--- src/rtl/alarm_timekeeper.sv ---
// alarm_timekeeper: 24-hour timekeeper with N alarm channels, snooze and ringing auto-stop.
// Revision 1.0
`default_nettype none

module alarm_timekeeper #(
  parameter int CLK_HZ       = 100_000_000,
  parameter int N_ALARM      = 2,
  parameter int SNOOZE_MIN   = 5,
  parameter int RING_SEC     = 60,
  parameter int MAX_SNOOZE   = 3,
  parameter int ALARM_RST_HR = 7,
  localparam int SEL_W       = (N_ALARM > 1) ? $clog2(N_ALARM) : 1
) (
  input  logic               clock,
  input  logic               reset_n,
  input  logic [1:0]         mode,
  input  logic               inc_min,
  input  logic               inc_hr,
  input  logic [SEL_W-1:0]   alarm_sel,
  input  logic [N_ALARM-1:0] alarm_en,
  input  logic               snooze,
  input  logic               stop,
  output logic [4:0]         hours,
  output logic [5:0]         minutes,
  output logic [5:0]         seconds,
  output logic               sec_pulse,
  output logic [4:0]         alarm_hr,
  output logic [5:0]         alarm_mn,
  output logic               play,
  output logic [SEL_W-1:0]   ring_ch,
  output logic [3:0]         snooze_left
);

  localparam int PRE_W  = (CLK_HZ > 1) ? $clog2(CLK_HZ) : 1;
  localparam int CD_MAX = SNOOZE_MIN * 60;
  localparam int CD_W   = $clog2(CD_MAX + 1);
  localparam int RT_W   = $clog2(RING_SEC + 1);

  localparam logic [PRE_W-1:0] PRE_LAST    = PRE_W'(CLK_HZ - 1);
  localparam logic [CD_W-1:0]  CD_LOAD     = CD_W'(CD_MAX);
  localparam logic [RT_W-1:0]  RT_LAST     = RT_W'(RING_SEC);
  localparam logic [3:0]       SNZ_INIT    = 4'(MAX_SNOOZE);
  localparam logic [4:0]       ALM_HR_INIT = 5'(ALARM_RST_HR);
  localparam logic [1:0]       MODE_SET_TIME  = 2'd1;
  localparam logic [1:0]       MODE_SET_ALARM = 2'd2;

  typedef enum logic [1:0] {
    ST_IDLE    = 2'd0,
    ST_RINGING = 2'd1,
    ST_SNOOZED = 2'd2
  } state_t;

  logic [PRE_W-1:0] pre_cnt;
  logic             tick;
  logic             is_run;

  assign tick   = (pre_cnt == PRE_LAST);
  assign is_run = (mode != MODE_SET_TIME) && (mode != MODE_SET_ALARM);

  always_ff @(posedge clock) begin
    if (!reset_n) begin
      pre_cnt   <= '0;
      sec_pulse <= 1'b0;
    end else begin
      pre_cnt   <= tick ? '0 : pre_cnt + PRE_W'(1);
      sec_pulse <= tick;
    end
  end

  logic [4:0] hr_inc;
  logic [5:0] mn_inc, sc_inc;
  logic [4:0] run_h;
  logic [5:0] run_m, run_s;

  assign sc_inc = (seconds == 6'd59) ? 6'd0 : seconds + 6'd1;
  assign mn_inc = (minutes == 6'd59) ? 6'd0 : minutes + 6'd1;
  assign hr_inc = (hours == 5'd23) ? 5'd0 : hours + 5'd1;

  // Time after one second tick, also the value the alarm match looks at.
  always_comb begin
    run_h = hours;
    run_m = minutes;
    run_s = sc_inc;
    if (seconds == 6'd59) begin
      run_m = mn_inc;
      if (minutes == 6'd59) run_h = hr_inc;
    end
  end

  always_ff @(posedge clock) begin
    if (!reset_n) begin
      hours   <= '0;
      minutes <= '0;
      seconds <= '0;
    end else if (mode == MODE_SET_TIME) begin
      if (inc_min) begin
        minutes <= mn_inc;
        seconds <= '0;
      end
      if (inc_hr) hours <= hr_inc;
    end else if (tick) begin
      hours   <= run_h;
      minutes <= run_m;
      seconds <= run_s;
    end
  end

  logic [4:0] alm_hr [N_ALARM];
  logic [5:0] alm_mn [N_ALARM];

  always_ff @(posedge clock) begin
    for (int i = 0; i < N_ALARM; i++) begin
      if (!reset_n) begin
        alm_hr[i] <= ALM_HR_INIT;
        alm_mn[i] <= '0;
      end else if ((mode == MODE_SET_ALARM) && (alarm_sel == SEL_W'(i))) begin
        if (inc_min) alm_mn[i] <= (alm_mn[i] == 6'd59) ? 6'd0 : alm_mn[i] + 6'd1;
        if (inc_hr)  alm_hr[i] <= (alm_hr[i] == 5'd23) ? 5'd0 : alm_hr[i] + 5'd1;
      end
    end
  end

  logic             match_any;
  logic             match;
  logic [SEL_W-1:0] match_ch;
  logic             ring_en;

  always_comb begin
    alarm_hr  = '0;
    alarm_mn  = '0;
    match_any = 1'b0;
    match_ch  = '0;
    ring_en   = 1'b0;
    // Scanning downward leaves the lowest matching channel as the winner.
    for (int i = N_ALARM - 1; i >= 0; i--) begin
      if (alarm_sel == SEL_W'(i)) begin
        alarm_hr = alm_hr[i];
        alarm_mn = alm_mn[i];
      end
      if (ring_ch == SEL_W'(i)) ring_en = alarm_en[i];
      if (alarm_en[i] && (alm_hr[i] == run_h) && (alm_mn[i] == run_m)) begin
        match_any = 1'b1;
        match_ch  = SEL_W'(i);
      end
    end
  end

  assign match = match_any && tick && is_run && (run_s == 6'd0);

  state_t           state, state_d;
  logic [RT_W-1:0]  ring_tmr, ring_tmr_d, ring_tmr_inc;
  logic [CD_W-1:0]  cd, cd_d;
  logic [SEL_W-1:0] ring_ch_d;
  logic [3:0]       snooze_left_d;

  assign ring_tmr_inc = ring_tmr + RT_W'(1);

  always_ff @(posedge clock) begin
    if (!reset_n) begin
      state       <= ST_IDLE;
      ring_tmr    <= '0;
      cd          <= '0;
      ring_ch     <= '0;
      snooze_left <= SNZ_INIT;
      play        <= 1'b0;
    end else begin
      state       <= state_d;
      ring_tmr    <= ring_tmr_d;
      cd          <= cd_d;
      ring_ch     <= ring_ch_d;
      snooze_left <= snooze_left_d;
      play        <= (state == ST_RINGING);
    end
  end

  always_comb begin
    state_d       = state;
    ring_tmr_d    = ring_tmr;
    cd_d          = cd;
    ring_ch_d     = ring_ch;
    snooze_left_d = snooze_left;
    if ((state != ST_IDLE) && !is_run) begin
      state_d = ST_IDLE;
    end else if (match) begin
      state_d       = ST_RINGING;
      ring_ch_d     = match_ch;
      snooze_left_d = SNZ_INIT;
      ring_tmr_d    = '0;
    end else if ((state != ST_IDLE) && !ring_en) begin
      state_d = ST_IDLE;
    end else begin
      case (state)
        ST_RINGING: begin
          if (stop) begin
            state_d = ST_IDLE;
          end else if (snooze) begin
            if (snooze_left != 4'd0) begin
              state_d       = ST_SNOOZED;
              snooze_left_d = snooze_left - 4'd1;
              cd_d          = CD_LOAD;
            end else begin
              state_d = ST_IDLE;
            end
          end else if (tick) begin
            ring_tmr_d = ring_tmr_inc;
            if (ring_tmr_inc == RT_LAST) state_d = ST_IDLE;
          end
        end
        ST_SNOOZED: begin
          if (stop) begin
            state_d = ST_IDLE;
          end else if (tick) begin
            cd_d = cd - CD_W'(1);
            if (cd == CD_W'(1)) begin
              state_d    = ST_RINGING;
              ring_tmr_d = '0;
            end
          end
        end
        default: state_d = ST_IDLE;
      endcase
    end
  end

endmodule

`default_nettype wire

--- config.mk ---
export PLATFORM = sky130hd
export DESIGN_NAME = alarm_timekeeper
export DESIGN_NICKNAME = d
export VERILOG_FILES = /design/src/rtl/alarm_timekeeper.sv
export SDC_FILE = /design/constraint.sdc
export NUM_CORES = 1
export LEC_CHECK = 0
export BUFFER_PORTS_ARGS = -buffer_cell sky130_fd_sc_hd__buf_2
export CAP_MARGIN = 20
export CORE_ASPECT_RATIO = 1.4
export CORE_UTILIZATION = 49
export DETAILED_ROUTE_END_ITERATION = 6
export PLACE_DENSITY = 0.69
export REMOVE_ABC_BUFFERS = 1
export SYNTH_ARGS = -nofsm -noshare
export SYNTH_HDL_FRONTEND = slang
export SYNTH_SLANG_ARGS = --single-unit
--- constraint.sdc ---
create_clock -name clock -period 5.7 [get_ports clock]
set_input_delay 0.855 -clock clock [delete_from_list [all_inputs] [get_ports clock]]
set_output_delay 0.855 -clock clock [all_outputs]
set_load 0.005 [all_outputs]
Word-level counts from Yosys, hierarchy flattened
Memory sizes are Yosys's and may differ from the RTL's.
Cells that the tools add are included.

word-level totals
  register bits = 68
  bits in latches = 0
  memory bits (writable) = 22
  bits in read-only memories = 0
  bits of input ports = 11
  output and inout port bits = 35
  memories = 2

operators by class
  $add $sub $neg = 11
  multipliers = 0
  divide/modulo/power cells = 0
  magnitude comparators = 0
  eq/ne operators = 43
  shifts and indexed selects = 0
  muxes and demuxes = 76
  bitwise logic cells = 9
  reductions and logical operators = 34

memories
  memory  depth  width  read ports  clocked after memory_dff  write ports  line  text
  alm_mn  2      6      2           0                         2            109   logic [5:0] alm_mn [N_ALARM];
  alm_hr  2      5      2           0                         2            108   logic [4:0] alm_hr [N_ALARM];

operators by type and width
  cell                     count
  $mux W6                  22
  $mux W5                  11
  $mux W9                  5
  $add A6 B1 Y6 const B    5
  $eq A6 B6 Y1 const B     5
  $add A27 B1 Y27 const B  1
  $eq A27 B27 Y1 const B   1
  $mux W4                  6
  $ne A3 B3 Y1 const B     8
  $mux W1                  21
  $pmux W9 S2              1
  $reduce_and A9 Y1        2
  $mux W2                  8
  $ne A2 B2 Y1 const B     8
  $add A5 B1 Y5 const B    3
  $eq A5 B5 Y1 const B     3
  $eq A6 B6 Y1             2
  $logic_and A1 B1 Y1      12
  $pmux W6 S2              1
  $reduce_bool A2 Y1       6
  $eq A5 B5 Y1             2
  $ne A5 B5 Y1 const B     2
  $eq A9 B1 Y1 const B     1
  $sub A9 B1 Y9 const B    1
  other kinds (20)         36

Longest topological paths before layout
  depth in word-level cells = 14
  gate-level depth with buffers = 12
  depth with buffers taken out = 10

Worst setup path after synthesis
OpenSTA, ideal clock, no wires.

  path kind = reg-to-reg
  from = reg minutes[1]
  to = reg ring_tmr[5]
  setup time = 0.125 ns
  arrival = 2.700 ns
  data required time = 5.575 ns
  setup slack = 2.876 ns
  cell stages (with the launch flop) = 13
  period minus slack after synthesis = 2.824 ns
  cell sequence = dfxtp_1 -> ha_1 -> buf_2 -> and4_1 -> clkbuf_1 -> a22oi_1 -> a2111oi_1 -> o211ai_1 -> nor4b_2 -> a2bb2oi_1 -> buf_2 -> o2111a_1 -> o21bai_1

on the way
  cells in the longest elaborated chain, start to end = 13
  elaborated cells between the ends (all ways) = 29
  classes of those cells = 1 x add/sub; 12 x eq/ne; 7 x mux; 9 x reduce/logical

ends and longest elaborated chain
  element                                                line  text
  start: declaration                                     24    output logic [5:0] minutes,
  start signal: assignment                               97    minutes <= mn_inc;
  start signal: assignment                               103   minutes <= run_m;
  branches (longest 7 deep; another with $add A6 B1 Y6)  n/a
  $mux W1 *                                              141   if (alarm_en[i] && (alm_hr[i] == run_h) && (alm_mn[i] == run_m)) begin
  $logic_and A1 B1 Y1 * (3 in a row)                     148   assign match = match_any && tick && is_run && (run_s == 6'd0);
  $ne A3 B3 Y1 (no line) (tied with other cells)         n/a
  $reduce_and A9 Y1 (no line)                            n/a
  end signal: assignment                                 168   ring_tmr <= ring_tmr_d;
  end: declaration                                       151   logic [RT_W-1:0] ring_tmr, ring_tmr_d, ring_tmr_inc;

Mark *: on every way between the ends.
A chain may end at the register's enable or synchronous reset.

Worst setup path in the final report
  from = reg seconds[0]
  to = reg cd[3]

on the way
  cells in the longest elaborated chain, start to end = 12
  elaborated cells between the ends (all ways) = 21
  classes of those cells = 1 x add/sub; 5 x eq/ne; 5 x mux; 1 x bitwise; 9 x reduce/logical

ends and longest elaborated chain
  element                           line    text
  start: declaration                25      output logic [5:0] seconds,
  start signal: assignment          104     seconds <= run_s;
  $eq A6 B6 Y1                      75, 84
  $mux W5                           84      if (seconds == 6'd59) begin
  $eq A5 B5 Y1                      141
  $logic_and A1 B1 Y1 (2 in a row)  141
  $mux W1 (2 in a row)              141
  $logic_and A1 B1 Y1 (2 in a row)  148
  $logic_and A1 B1 Y1 *             148
  $not A1 Y1 (no line) *            n/a
  $reduce_and A9 Y1 (no line) *     n/a
  end signal: assignment            162     cd <= '0;
  end signal: assignment            169     cd <= cd_d;
  end: declaration                  152     logic [CD_W-1:0] cd, cd_d;

Mark *: on every way between the ends. The rest lies on a longest branch, timed or not.

==> results.rst <==
.. list-table::
   :header-rows: 1

   * - Metric
     - Value
   * - Number of resized instances in the post-cts repair step
     - 0
   * - Mapped cell area
     - 5896 µm²
   * - Overflow left after global routing
     - 0
   * - Reg-to-reg setup timing slack
     - 2.05 ns
   * - Unrepaired setup endpoints after global routing
     - no
   * - CTS tree
     - yes
   * - Pwr/cell area
     - 211.1 nW/µm²
   * - Number of rows created at floorplan
     - 47
   * - Share of flip-flops with an asynchronous set or reset
     - 0
   * - Arithmetic-cell share of the synthesized area counting full adders, half adders and majority gates
     - 0.04032
   * - Tightest slew margin relative to the limit
     - 0.3784
   * - Total GRT Usage
     - 0.2615
   * - Setup clock skew after layout
     - 0.009317 ns
   * - Largest family of logic cells by synthesized area
     - simple AND/OR/NAND/NOR gates
   * - Area fraction in compound gates after synthesis
     - 0.1698
   * - Post-route cell area
     - around 6400 µm²
   * - Period utilization
     - 0.6395
   * - Max-slew violations
     - 0
   * - Average cell area after synthesis
     - 8.339 µm²
   * - Drt wl/cell
     - 17.76 µm
   * - Die extent in x
     - 94.71 µm
   * - Multiplexer share of the synthesized area
     - 0.04223
   * - Synthesized-area fraction occupied by and/or/nand/nor cells
     - 0.2753
   * - Worst Reg-to-Reg Cells
     - 10
   * - Global-route wire length before repair
     - 25680 µm
   * - Detailed router's first-iteration violation count
     - 340
   * - Sequential-to-total area share from yosys stat
     - 0.3430
   * - Clock insertion delay at the later pin of the skew report
     - between 0.3 and 0.4 ns
   * - Total number of vias
     - about 5300
   * - WHS
     - a little under 0.5 ns
   * - End point of the critical path
     - cd[3]
   * - Area growth from synthesis to layout
     - 9.041%
   * - Area of the die
     - 12480 µm²
   * - Outcome
     - finished, final reports clean
   * - Highest attainable clock frequency
     - 274.3 MHz
   * - Total wirelength of the detailed-routed design
     - 15610 µm
   * - Setup violation total in the final timing report
     - 0
   * - Antenna diodes
     - 0
   * - Core Footprint
     - 11760 µm²
   * - Placed insts
     - 862
   * - Antenna violations before repair
     - 0
   * - Clock edge transition at the registers on the reported setup and hold paths
     - 0.07 ns
   * - Sum of negative setup slack
     - 0 ns
   * - CTS sink cnt
     - 90
   * - Min-Delay Startpoint
     - pre_cnt[0]
   * - Maximum fanout count along the critical path
     - 13
   * - Final HPWL DP
     - 11540 µm
   * - Via count normalized by instance count
     - 6.085
   * - Area occupied by registers
     - 2022 µm²
   * - Flip-flop cell with the highest count after synthesis
     - dfxtp_1
   * - Post-Synthesis Cells
     - ~700
   * - Capture point of the worst reg-to-reg path
     - cd[3]
   * - DRC errors left
     - 0
   * - Die Y-Extent
     - 131.8 µm
   * - Clk buf depth
     - 2
   * - Kind of critical path
     - flop to flop
   * - Total I/O pin count
     - 46
   * - Fillcell total
     - 1110
   * - Starting density of the core
     - 0.5013
   * - LEAKAGE
     - 2.372 nW
   * - CTS H-tree lvls
     - 3
   * - Fraction of layout cells with a size suffix above 1
     - 0.1325
   * - Final layout net count
     - between 700 and 800
   * - Most frequent cells in the layout
     - 89 x nor2_1, 68 x dfxtp_1, 53 x nand2_1
   * - Overall power after layout
     - 1.357 mW
   * - Placed instance area
     - 6133 µm²
   * - Max-cap violations
     - 0
   * - Most frequent standard cell in the layout excluding fill and tap cells
     - nor2_1
   * - Critical Path AT
     - 3.94 ns
   * - Worst min path class
     - flop to flop
   * - Setup fix buffers added after clock tree synthesis
     - 0
   * - Start point of the critical path
     - seconds[0]
   * - Post-synthesis share of cell area spent on xor and xnor gates
     - 0.07874
   * - Number of distinct library cells after synthesis
     - between 70 and 80
   * - Reg-to-reg startpoint
     - seconds[0]
   * - Number of flops mapped to enable cells by yosys
     - 22
   * - Multi-input combinational cell area
     - 3575 µm²
   * - Placer congestion estimate
     - 1.048
   * - Post-synthesis register bit count
     - 90
   * - Port Buffer Count
     - 45
   * - Number of hold violations in the final report
     - 0
   * - Largest net degree at the start of global routing
     - 32
   * - Crit. End Element
     - flop
   * - Kind of start point of the critical path
     - flop
   * - Maximum resistive drop on vdd
     - 0.1862 mV
   * - Clock Root Buffer
     - clkbuf_16
   * - Vias in the first global route
     - 5254
   * - Post-route insts no fill
     - 879
   * - Required arrival time at the worst endpoint
     - 5.99 ns
   * - Detail Route Antenna Nets
     - 0
   * - First-pass DRT Iterations
     - 5
   * - Final period demand of the worst path
     - 3.645 ns
   * - Transition time of the tightest slew-check pin
     - 0.9323 ns
   * - Number of clock buffers inserted by TritonCTS
     - 9
   * - Post-CTS Hold Fix Bufs
     - 0
   * - Total number of yosys warnings
     - 0
-- worst min-delay path by stage --
stage                              to  slack [ns]  depth (start not counted)
final                      pre_cnt[0]        0.48                          1
after global routing         state[1]        0.51                          2
after CTS                 pre_cnt[24]        0.49                          2
after detailed placement   pre_cnt[0]        0.47                          1
after global placement     pre_cnt[0]        0.47                          1
after floorplan            pre_cnt[0]        0.44                          1
-- cell families after synthesis --
group                      Yosys count
xor gates and xnor gates            53
muxes                               23
and+or+nand+nor                    306
AOI/OAI and AO/OA                  145
buffers and inverters               71
DFF                                 90
adders and majority gates           19
-- flip-flops by register name, indices dropped and copies added (netlist names) --
signal       cells
hours            5
minutes          6
sec_pulse        1
state            2
ring_tmr         6
ring_ch          1
pre_cnt         27
snooze_left      4
alm_hr          10
alm_mn          12
play             1
seconds          6
cd               9
-- power breakdown --
| part | internal (mW) | total (mW) | leakage, nW | switching (mW) |
|---|---|---|---|---|
| sequential | 0.664 | 0.684 | 0.758 | 0.0194 |
| clock | 0.325 | 0.592 | 0.146 | 0.267 |
| combinational | 0.0323 | 0.0820 | 1.47 | 0.0497 |
-- worst max-delay path, cell delays in order (launching register included) --
cell	delay, ns
dfxtp_1	0.43
ha_1	0.43
nor2b_2	0.52
nand2_2	0.26
a2111oi_1	0.53
o211ai_1	0.22
nor4b_2	0.42
a2bb2oi_1	0.14
buf_4	0.21
o21ai_1	0.19
o221a_1	0.23
-- cell usage after synthesis (5+ instances only) --
| cell type | number | area (µm²) |
|---|---|---|
| o211ai_1 | 5 | 37.54 |
| inv_1 | 34 | 127.6 |
| nand4_1 | 15 | 93.84 |
| nor2_1 | 89 | 334.1 |
| and3_1 | 20 | 125.1 |
| and2_1 | 5 | 31.28 |
| clkbuf_1 | 24 | 90.09 |
| mux2_2 | 15 | 168.9 |
| a21oi_1 | 42 | 210.2 |
| nor3_1 | 16 | 80.08 |
| o221ai_1 | 5 | 43.79 |
| a22oi_1 | 5 | 37.54 |
| ha_1 | 19 | 237.7 |
| xor2_1 | 18 | 157.7 |
| or4_1 | 6 | 45.04 |
| nor4_1 | 7 | 43.79 |
| nor2b_1 | 6 | 37.54 |
| o21ai_0 | 26 | 130.1 |
| mux2i_1 | 8 | 80.08 |
| nand3_1 | 36 | 180.2 |
| buf_2 | 7 | 35.03 |
| nand3b_1 | 5 | 37.54 |
| nand2_1 | 53 | 198.9 |
| a31oi_1 | 6 | 37.54 |
| xnor2_1 | 35 | 306.5 |
| dfxtp_1 | 68 | 1361 |
| a211oi_1 | 7 | 52.55 |
| o2111ai_1 | 6 | 52.55 |
| or3_1 | 10 | 62.56 |
| edfxtp_1 | 22 | 660.6 |
| nand2b_1 | 9 | 56.30 |
-- layer usage --
layer  up-vias  wire, µm  part of all wire  track usage
li1       2607         -                 -            -
met1      2514      6202              0.40       0.2972
met2       177      7937              0.51       0.4512
met3        51       737             0.047      0.04268
met4         0       730             0.047       0.1515
met5         -         0                 0            0
-- area by class of cell --
type / count / share of cell area
Clock buffer: 11 / 0.03951
Clock inverter: 5 / 0.005255
Inverter: 34 / 0.01985
Multi-Input combinational cell: 546 / 0.5561
Sequential cell: 90 / 0.3145
Tap cell: 147 / 0.02861
Timing Repair Buffer: 46 / 0.03620
-- through the flow --
stage	util	setup slack (ns)
floorplan	-	2.507
global placement	0.5215	1.765
detailed placement	0.5215	1.699
CTS	0.5460	1.687
global route	0.5466	1.763
finish	0.5466	2.055
Note: power is estimated with default switching activity, not from simulation.
